--- src/rtl/cvxif_group_dispatcher.sv ---
// CV-X-IF group dispatcher: decodes custom-0 FILL/EXEC/PICK instructions into an in-order
// command queue and strobes the group array one command per cycle. Optional stall counter: CVXIF_DISPATCH_STALL_CNT_EN.
module cvxif_group_dispatcher #(
    parameter int unsigned XLEN       = 32,
    parameter int unsigned ID_W       = 3,
    parameter int unsigned OPCODE_W   = 7,
    parameter int unsigned IDX_W      = 5,
    parameter int unsigned DEPTH      = 4,
    parameter logic [6:0]  CUSTOM_OPC = 7'h0B
) (
    input  logic                clk_i,
    input  logic                rst_i,
    input  logic                issue_valid_i,
    output logic                issue_ready_o,
    input  logic [31:0]         issue_instr_i,
    input  logic [ID_W-1:0]     issue_id_i,
    input  logic [XLEN-1:0]     rs1_i,
    input  logic [XLEN-1:0]     rs2_i,
    output logic                issue_accept_o,
    input  logic                kill_i,
    input  logic                busy_i,
    output logic [OPCODE_W-1:0] opcode_o,
    output logic [ID_W-1:0]     instr_id_o,
    output logic                exec_o,
    output logic                in_data_vld_o,
    output logic [IDX_W-1:0]    in_idx_o,
    output logic [2*XLEN-1:0]   in_data_o,
    output logic                out_data_vld_o,
    output logic [IDX_W-1:0]    out_idx_o,
    output logic                empty_o
`ifdef CVXIF_DISPATCH_STALL_CNT_EN
    ,
    output logic [31:0]         stall_cnt_o
`endif
);

    localparam int unsigned PTR_W = (DEPTH > 1) ? $clog2(DEPTH) : 1;
    localparam int unsigned CNT_W = PTR_W + 1;

    typedef enum logic [1:0] {
        KIND_FILL = 2'd0,
        KIND_EXEC = 2'd1,
        KIND_PICK = 2'd2
    } kind_t;

    // ------------------------------------------------------------------
    // Decode
    // ------------------------------------------------------------------
    logic                dec_legal;
    kind_t               dec_kind;
    logic [OPCODE_W-1:0] dec_opcode;
    logic [IDX_W-1:0]    dec_idx;
    logic                unused_instr_bits;

    always_comb begin
        dec_legal = 1'b0;
        dec_kind  = KIND_FILL;
        if (issue_instr_i[6:0] == CUSTOM_OPC) begin
            case (issue_instr_i[14:12])
                3'b000: begin dec_legal = 1'b1; dec_kind = KIND_FILL; end
                3'b001: begin dec_legal = 1'b1; dec_kind = KIND_EXEC; end
                3'b010: begin dec_legal = 1'b1; dec_kind = KIND_PICK; end
                default: begin dec_legal = 1'b0; dec_kind = KIND_FILL; end
            endcase
        end
    end

    assign dec_opcode = OPCODE_W'(issue_instr_i[31:25]);
    // FILL addresses from the rd field, PICK from the low bits of rs1
    assign dec_idx    = (dec_kind == KIND_PICK) ? rs1_i[IDX_W-1:0] : IDX_W'(issue_instr_i[11:7]);
    assign unused_instr_bits = ^issue_instr_i[24:15];

    // ------------------------------------------------------------------
    // Queue control
    // ------------------------------------------------------------------
    logic [PTR_W-1:0] wr_ptr_reg;
    logic [PTR_W-1:0] rd_ptr_reg;
    logic [CNT_W-1:0] count_reg;
    logic             full;
    logic             empty;
    logic             push;
    logic             fire;

    // Reset forces the queue to look empty so nothing dispatches while rst_i is high
    assign full  = (count_reg == CNT_W'(DEPTH));
    assign empty = (count_reg == '0) || rst_i;

    assign issue_ready_o  = !full && !rst_i;
    assign issue_accept_o = dec_legal;
    assign push           = issue_valid_i && issue_ready_o && dec_legal && !kill_i;
    assign fire           = !empty && !busy_i && !kill_i;
    assign empty_o        = empty;

    always_ff @(posedge clk_i) begin
        if (rst_i || kill_i) begin
            wr_ptr_reg <= '0;
            rd_ptr_reg <= '0;
            count_reg  <= '0;
        end else begin
            if (push) begin
                wr_ptr_reg <= wr_ptr_reg + PTR_W'(1);
            end
            if (fire) begin
                rd_ptr_reg <= rd_ptr_reg + PTR_W'(1);
            end
            case ({push, fire})
                2'b10:   count_reg <= count_reg + CNT_W'(1);
                2'b01:   count_reg <= count_reg - CNT_W'(1);
                default: count_reg <= count_reg;
            endcase
        end
    end

    // ------------------------------------------------------------------
    // Payload storage (not reset)
    // ------------------------------------------------------------------
    logic [1:0]          kind_mem   [DEPTH];
    logic [OPCODE_W-1:0] opcode_mem [DEPTH];
    logic [ID_W-1:0]     id_mem     [DEPTH];
    logic [IDX_W-1:0]    idx_mem    [DEPTH];
    logic [XLEN-1:0]     rs1_mem    [DEPTH];
    logic [XLEN-1:0]     rs2_mem    [DEPTH];

    always_ff @(posedge clk_i) begin
        if (push) begin
            kind_mem[wr_ptr_reg]   <= dec_kind;
            opcode_mem[wr_ptr_reg] <= dec_opcode;
            id_mem[wr_ptr_reg]     <= issue_id_i;
            idx_mem[wr_ptr_reg]    <= dec_idx;
            rs1_mem[wr_ptr_reg]    <= rs1_i;
            rs2_mem[wr_ptr_reg]    <= rs2_i;
        end
    end

    // ------------------------------------------------------------------
    // Head presentation and strobes
    // ------------------------------------------------------------------
    logic [1:0] head_kind;
    logic [2:0] strobe_vec;

    assign head_kind = kind_mem[rd_ptr_reg];

    assign opcode_o   = empty ? '0 : opcode_mem[rd_ptr_reg];
    assign instr_id_o = empty ? '0 : id_mem[rd_ptr_reg];
    assign in_idx_o   = empty ? '0 : idx_mem[rd_ptr_reg];
    assign out_idx_o  = empty ? '0 : idx_mem[rd_ptr_reg];
    assign in_data_o  = empty ? '0 : {rs2_mem[rd_ptr_reg], rs1_mem[rd_ptr_reg]};

    // One strobe per command kind; only the head's kind can see fire
    for (genvar gi = 0; gi < 3; gi++) begin : g_strobe
        assign strobe_vec[gi] = fire && (head_kind == 2'(gi));
    end

    assign in_data_vld_o  = strobe_vec[KIND_FILL];
    assign exec_o         = strobe_vec[KIND_EXEC];
    assign out_data_vld_o = strobe_vec[KIND_PICK];

`ifdef CVXIF_DISPATCH_STALL_CNT_EN
    logic [31:0] stall_cnt_reg;

    always_ff @(posedge clk_i) begin
        if (rst_i) begin
            stall_cnt_reg <= '0;
        end else if (!empty && busy_i && !kill_i && (stall_cnt_reg != 32'hFFFF_FFFF)) begin
            stall_cnt_reg <= stall_cnt_reg + 32'd1;
        end
    end

    assign stall_cnt_o = stall_cnt_reg;
`endif

endmodule

--- config.mk ---
export PLATFORM = sky130hd
export DESIGN_NAME = cvxif_group_dispatcher
export DESIGN_NICKNAME = d
export VERILOG_FILES = /design/src/rtl/cvxif_group_dispatcher.sv
export SDC_FILE = /design/constraint.sdc
export NUM_CORES = 1
export LEC_CHECK = 0
export ABC_AREA = 0
export CORE_ASPECT_RATIO = 1.2
export CORE_MARGIN = 8
export CORE_UTILIZATION = 41
export CTS_BUF_LIST = sky130_fd_sc_hd__clkbuf_16
export CTS_CLUSTER_DIAMETER = 40
export DETAILED_ROUTE_END_ITERATION = 8
export GPL_TIMING_DRIVEN = 0
export PLACE_DENSITY = 0.71
export SLEW_MARGIN = 5
export SYNTH_ARGS = -nofsm -noshare
export SYNTH_HDL_FRONTEND = slang
export SYNTH_SLANG_ARGS = --single-unit
--- constraint.sdc ---
create_clock -name clk_i -period 5 [get_ports clk_i]
set_input_delay 0.75 -clock clk_i [delete_from_list [all_inputs] [get_ports clk_i]]
set_output_delay 0.75 -clock clk_i [all_outputs]
set_load 0.02 [all_outputs]
==> results of run 1 <==
## through the flow
stage / util (%) / setup TNS [ns] / setup WS (ns) / total power, mW / hold WS (ns)
finish: 53.2 / 0 / 1.10 / 5.91 / 0.513
global route: 53.2 / 0 / 0.917 / 6.09 / 0.550
CTS: 53.2 / 0 / 0.993 / 5.98 / 0.515
detailed placement: 49.2 / 0 / 0.999 / 3.23 / 0.501
global placement: 48.9 / -354.65 / -1.14 / 3.22 / 0.487
floorplan: - / 0 / 0.914 / 3.13 / 0.468
## worst max-delay path: cells and delay by family
kind,cells,cell delay [ns]
buffers and inverters,5,2.07
and+or+nand+nor,2,0.33
## cells by family (layout without fill, tap and decap cells)
kind of cell	count (synthesis)	after routing
flip-flops	333	333
AND/OR/NAND/NOR	112	112
multiplexers	88	88
buffers and inverters	42	293
adder cells (fa/ha/maj)	6	6
AO/OA/AOI/OAI	4	4
XOR/XNOR	4	4
other	0	2
## power by group
group	switching, mW	internal [mW]	total [mW]
registers	0.0000461	3.06	3.06
clock network	1.06	1.68	2.74
logic	0.0406	0.0689	0.109
## worst max-delay path by stage
stage / cells past startpoint / to / slack [ns]
floorplan: 5 / id_mem[0][0] / 0.91
global placement: 6 / rs1_mem[2][20] / -1.14
detailed placement: 7 / out_idx_o[4] / 1.0
CTS: 7 / out_idx_o[4] / 0.99
global route: 7 / out_idx_o[4] / 0.92
finish: 7 / out_idx_o[4] / 1.10
## synthesized netlist by cell type, drive strengths merged
library cell	number
a31oi	1
clkbuf	12
nor2	7
nor2b	80
and4	2
nor4	1
edfxtp	324
nand3	2
nand2	4
ha	5
mux2	5
a21oi	2
and2	5
or2	2
or4b	1
xor2	4
buf	23
dfxtp	9
or3	2
mux2i	2
mux4	81
nor3b	4
nor3	2
o21ai	1
inv	7
fa	1
## metal layers
| metal | vias to the layer above | track usage (%) | wire length (microns) |
|---|---|---|---|
| li1 | 2826 | - | - |
| met5 | - | 0 | 26 |
| met3 | 51 | 4.21 | 1790 |
| met4 | 4 | 4.84 | 717 |
| met1 | 3186 | 17.0 | 10700 |
| met2 | 173 | 23.6 | 13000 |
## cell type report
type,count,area [sq um]
fill,2491,14500
sequential,333,9910
multi-input combinational,214,2760
timing repair buffer,187,1930
clock buffer,37,926
tap,401,502
clock inverter,27,319
buffer,35,170
inverter,7,26.3
antenna,2,5.00
==> results summary, run 1 <==
The share of the Yosys chip area taken by registers is 77.1%. In this run the worst setup path begins at rst_i. The half-perimeter wire length after detailed placement came out at 16.2 mm. The chip height came out at 210 microns. Setup violations remaining at the end of the flow were counted as 0. The sum of overflow across all layers after global routing came out at 0. The simple-gate area share of the yosys netlist is 5.55%. The post-synthesis area per instance is 21.8 sq um. For this run, the slowest stage of the critical path takes 0.56 ns.

Entering global routing, the biggest net connects 51 pins. The worst slew slack as a fraction of its limit came out at 47.0%. Setup repair after global routing left no endpoint under its margin. The global-route total usage across every layer is 14.1%. During synthesis, Yosys emitted a total of 0 warnings. The clock-pin slew on the worst setup and hold paths came out at 0.06 ns.

The most used cell along the critical path is clkdlybuf4s50_1. 194 I/O pins were placed. The via count of the first global-routing pass came out at 6,831. The sink count of the clock tree came out at 333. The residual antenna-violating net count after detailed routing is 0.

The hold violation total from the final report is 0. The share of the clock period used by the worst path came out at 78.1%. The combinational family with the most area after synthesis is multiplexers.

The number of DRC markers in iteration 0 came out at 396. The placer's final routability congestion estimate is 0.695. In this run the power density over the cells is 357 nW/um^2.

The post-synthesis sequential element count is 333. Among all stages on the critical path, the largest delay is contributed by clkdlybuf4s50_1. The post-route minimum period is 3.90 ns. The layout cell share with drive strength beyond 1 is 20.4%. The netlist area before placement is 12,900 sq um.

The floorplan has 71 rows. The worst path arrival time is 3.15 ns. The via count is 6,240. The maximum net fanout on the critical path is 10. In this run the deepest clock path goes through 3 buffers. Data on the critical path is required at its endpoint by 4.25 ns. At the pin with the least slew margin, the transition time is 0.795 ns. The number of setup buffers added after CTS is 0. The final net count came out at 925. The count of buffers added on input and output ports is 183. Counting every net in the synthesized netlist gives 699. After synthesis, the cell types taking the most area are edfxtp_1 (76%), mux4_2 (14%), nor2b_1 (3.9%). The chip width is 178 microns. The worst reg-to-reg setup slack came out at 2.65 ns. The worst hold path belongs to the class flip-flop to flip-flop.

After detailed routing, the number of vias per cell comes to 5.02. The area share of the largest cell type after synthesis is 75.7%. The number of iterations in the first detailed-routing pass came out at 4.

TritonCTS built the clock tree. Of all cell types, the one taking the most synthesized area is edfxtp_1. The depth of the most critical reg-to-reg path came out at 10.

In the routed design, unresolved DRC markers number 0. The non-filler instance count after layout is 1,243. The wire length of the first global-routing pass came out at 39.7 mm. The most common cell after layout, fill and taps aside is edfxtp_1. The number of H-tree levels came out at 2. The number of instances on the worst hold path is 2. The number of max-capacitance violations reported is 0. In this run the critical register-to-register path is launched from count_reg[2]. Traced cell by cell, the critical path runs through clkdlybuf4s50_1 > or2_1 > buf_2 > clkbuf_1 > nor2b_1 > buf_4 > clkdlybuf4s50_1. The category of the critical setup timing path is input pin to primary output. The count of distinct cell types in the synthesized netlist came out at 31.

The cell count after synthesis came out at 589. TritonCTS created 37 clock buffers. The worst setup path is captured at a primary output. The run finished with clean final reports. The post-detailed-placement cell area came out at 15,300 sq um. The cell area after layout came out at 16,600 sq um.

The compound-gate portion of the synthesized area is 0.165%. The wire length reported by the detailed router came out at 26.3 mm. The peak clock frequency supported by timing is 256 MHz. In this run the critical register-to-register path is captured at count_reg[2]. The final max-slew violation count is 0. The die covers 37,300 sq um.

The core region is 31,100 sq um. The number of antenna violations at the first check in global routing is 3. The cts-stage hold buffer count came out at 0. The nature of the critical path startpoint is an input pin. The number of placed instances, taps included, is 1,177.

The analysis attributes to cell leakage a power of 5.10 nW. From synthesis to final layout, the design area changed by 28.7%. The clock latency reported for the late side of the worst-skew pair came out at 0.51 ns. The initial utilization of the core area, before any placement, comes to 41.4%. The average detailed-routed wire length per instance came out at 21.1 microns. Across the VDD grid, the largest voltage drop is 0.000297 V. After Yosys synthesis, full adders, half adders and majority gates account for 0.642% of the synthesized area. Of the total synthesized cell area, the portion taken by XOR and XNOR cells is 0.272%.

In the final layout, the registers with the most flip-flops are rs1_mem: 128 flops, rs2_mem: 128 flops, opcode_mem: 28 flops. The top cell types in the final layout, fill and taps aside, are edfxtp_1 (324), clkdlybuf4s50_1 (183), mux4_2 (81). The root buffer cell is clkbuf_16. In this run the most critical hold path is launched from wr_ptr_reg[1]. The multiplexer fraction of the synthesized cell area came out at 14.8%. The worst setup skew after layout came out at 0.0139 ns. The post-CTS resize count is 0. The worst hold path terminates at wr_ptr_reg[1].
No activity file was read; power rests on OpenSTA's default activity.
==> run 2: changes to the inputs <==
==> constraint.sdc (replaced) <==
create_clock -name clk_i -period 4.1 [get_ports clk_i]
set_input_delay 0.615 -clock clk_i [delete_from_list [all_inputs] [get_ports clk_i]]
set_output_delay 0.615 -clock clk_i [all_outputs]
set_load 0.02 [all_outputs]
==> results of run 2 <==
The final DEF is identical to that of run 1. Status: finished clean.
Main changes from that run: setup slack after placement 0.999 ns -> 0.369 ns; setup slack after layout 1.10 ns -> 0.464 ns; end point of the critical path out_idx_o[4] -> in_data_o[4]; register-to-register setup slack 2.65 ns -> 1.75 ns; total power 5.91 mW -> 7.20 mW; worst IR drop on VDD 0.000297 V -> 0.000362 V
==> run 3: changes to the inputs <==
--- a/config.mk
+++ b/config.mk
@@ -6,14 +6,15 @@
 export NUM_CORES = 1
 export LEC_CHECK = 0
 export ABC_AREA = 0
+export CAP_MARGIN = 20
 export CORE_ASPECT_RATIO = 1.2
 export CORE_MARGIN = 8
 export CORE_UTILIZATION = 41
 export CTS_BUF_LIST = sky130_fd_sc_hd__clkbuf_16
 export CTS_CLUSTER_DIAMETER = 40
+export CTS_CLUSTER_SIZE = 8
 export DETAILED_ROUTE_END_ITERATION = 8
 export GPL_TIMING_DRIVEN = 0
-export PLACE_DENSITY = 0.71
 export SLEW_MARGIN = 5
 export SYNTH_ARGS = -nofsm -noshare
 export SYNTH_HDL_FRONTEND = slang
==> run 3 against run 2 <==
Via count increased by 1.7%. Global-route usage rose by 0.63 points. Critical path depth up 1. Die area is the same. Critical path type unchanged. Largest power group unchanged. Highest routed layer unchanged.
==> results summary, run 3 (synthesized netlist as in run 1, its figures left out) <==
In this run, post-CTS hold repair placed 0 buffers. The initial core utilization came out at 41.4%. The number of max-capacitance violations reported is 0.

The floorplan step defined a die boundary enclosing 37,300 sq um. The antenna cell count is 0. Row generation in the floorplan step produced 71 rows.

The design draws 7.39 mW. For this block, the routed nets add up to 27.1 mm of wire. The data required time at the worst endpoint came out at 3.48 ns. Measured against its own limit, the worst slew margin works out to 54.1%. The wire length of the first global-routing pass is 41.6 mm.

The root buffer cell is clkbuf_16. The global-route total usage across every layer is 14.7%. The number of H-tree levels came out at 2. The CTS tree is built. The number of buffers created by CTS is 49. The sum of overflow across all layers after global routing is 0. The top cell types in the final layout, fill and taps aside, are edfxtp_1 (324), clkdlybuf4s50_1 (183), mux4_2 (81). The number of iterations in the first detailed-routing pass is 4. The endpoint of the worst-slack reg-to-reg timing path is count_reg[2].

Counting along the longest clock path gives a buffer depth of 3. For the worst setup path, the data arrival time is 2.94 ns. At the end of routability-driven placement, the weighted congestion stood at 0.706.

The post-CTS resize count is 0. The residual antenna-violating net count after detailed routing came out at 0. The core region is 31,100 sq um. After clock tree synthesis, the setup repair step added 0 buffers. The maximum net fanout on the critical path came out at 10. The layout cell share with drive strength beyond 1 is 20.0%. The average detailed-routed wire length per instance came out at 21.7 microns. For hold timing, the worst endpoint is wr_ptr_reg[1].

The depth of the most critical reg-to-reg path came out at 10. The peak clock frequency supported by timing came out at 281 MHz. The number of DRC markers in iteration 0 came out at 356.

Summing over every cut layer, the via total after detailed routing is 6,344. The count of unresolved DRC violations after routing is 0. The clock latency reported for the late side of the worst-skew pair is 0.54 ns. In this run the most critical hold path is launched from wr_ptr_reg[1]. The half-perimeter wire length after detailed placement is 17.0 mm. Setup repair after global routing left no endpoint under its margin.

The worst reg-to-reg setup slack came out at 1.65 ns. The mean number of vias per cell is 5.06. The post-route minimum period is 3.55 ns. The worst setup path is launched from a flip-flop. The flow ran to the end, and the final reports show no timing, DRC or antenna violations. The final worst hold slack came out at 0.501 ns. The ratio of total power to cell area came out at 442 nW/um^2.

The number of I/O port buffers is 183. Measured along the x axis, the die boundary spans 178 microns. The transition at the pin with the smallest max-transition slack came out at 0.689 ns. The final max-slew violation count came out at 0.

In the final layout, the registers with the most flip-flops are rs1_mem: 128 flops, rs2_mem: 128 flops, opcode_mem: 28 flops. The maximum ir drop on the vdd rail came out at 0.000257 V. The total instance count after detailed placement is 1,177. The area growth from synthesis to layout came out at 29.9%. The maximum number of pins on one net before global-route repair came out at 47. The final setup violation count is 0. The via count of the first global-routing pass came out at 7,267. The setup path with the least slack is of type flip-flop to primary output. The hold violation total from the final report came out at 0. For this run, the post-layout net count is 937. The library cell used most frequently in the layout, excluding fill and tap cells, is edfxtp_1. In the finished design, the share of the clock period the worst path needs comes to 86.7%.

The nature of the critical path endpoint is a primary output. The die is 210 microns tall. The finished layout holds 1,253 standard cells, fillers aside. The number of antenna violations at the first check in global routing is 1. In this run the count of I/O pins placed on the die edge is 194.

The type of the worst min-delay path is flip-flop to flip-flop. The tree built by TritonCTS fans out to 333 sinks. The startpoint of the lowest-slack register-to-register path is count_reg[2]. The number of instances on the worst hold path came out at 2. The static leakage came out at 5.22 nW. The clock-pin slew on the worst setup and hold paths is 0.05 ns. The worst setup skew after layout is 0.00828 ns.
## run 3: cell count changes in the layout (fill, tap and decap cells not counted), sizes merged
cell / change
clkinv: -2
diode: -2
inv: +8
clkbuf: +12
bufinv: -5
clkinvlp: -1
## run 3: through the flow
step           setup slack (ns)  TNS [ns]  cell area, sq um  util [%]
2_1_floorplan             0.149         0             12900         -
3_3_place_gp              -1.82   -577.92             15200      48.9
3_5_place_dp              0.534         0             15300      49.2
4_1_cts                   0.423         0             16700      53.7
5_1_grt                   0.303         0             16700      53.7
6_report                  0.545         0             16700      53.7
## run 3: layout make-up
type                            instances  area, sq um
Fill cell                            2468        14400
Timing Repair Buffer                  187         1940
Tap cell                              401          502
Inverter                                7         26.3
Sequential cell                       333         9910
Multi-Input combinational cell        214         2760
Buffer                                 35          170
Clock buffer                           49         1230
Clock inverter                         27          163
## run 3: power by group
part,internal (mW),switching (mW),total [mW]
Sequential,3.74,0.0000598,3.74
Combinational,0.0841,0.0503,0.134
Clock,2.19,1.33,3.52
Total,6.01,1.38,7.39
## run 3: critical path, cell delays in order (launching register included)
cell and delay [ns]:
dfxtp_1 0.30, buf_2 0.29, buf_2 0.40, mux4_2 0.54, nor2b_1 0.17, buf_4 0.16
clkdlybuf4s50_1 0.54
## run 3: worst max-delay path by stage
stage                          start             to  slack (ns)  cells past startpoint
floorplan           issue_instr_i[5]   id_mem[0][0]        0.15                      5
global placement    issue_instr_i[5]  rs2_mem[1][6]       -1.82                      6
detailed placement             rst_i   out_idx_o[4]        0.53                      7
CTS                        flip-flop   in_data_o[4]        0.42                      5
global route            count_reg[2]   out_idx_o[4]        0.30                      7
finish                     flip-flop   out_idx_o[3]        0.55                      6
## run 3: metal layers
layer  wire length (microns)  vias up  GRT usage, %  part of all wire (%)
met1                   10700     3254          17.3                    40
met3                    1440       51          3.29                   5.3
met5                      10        -             0                 0.037
met4                     592        2          4.69                   2.2
met2                   14400      178          26.2                    53
li1                        -     2859             -                     -
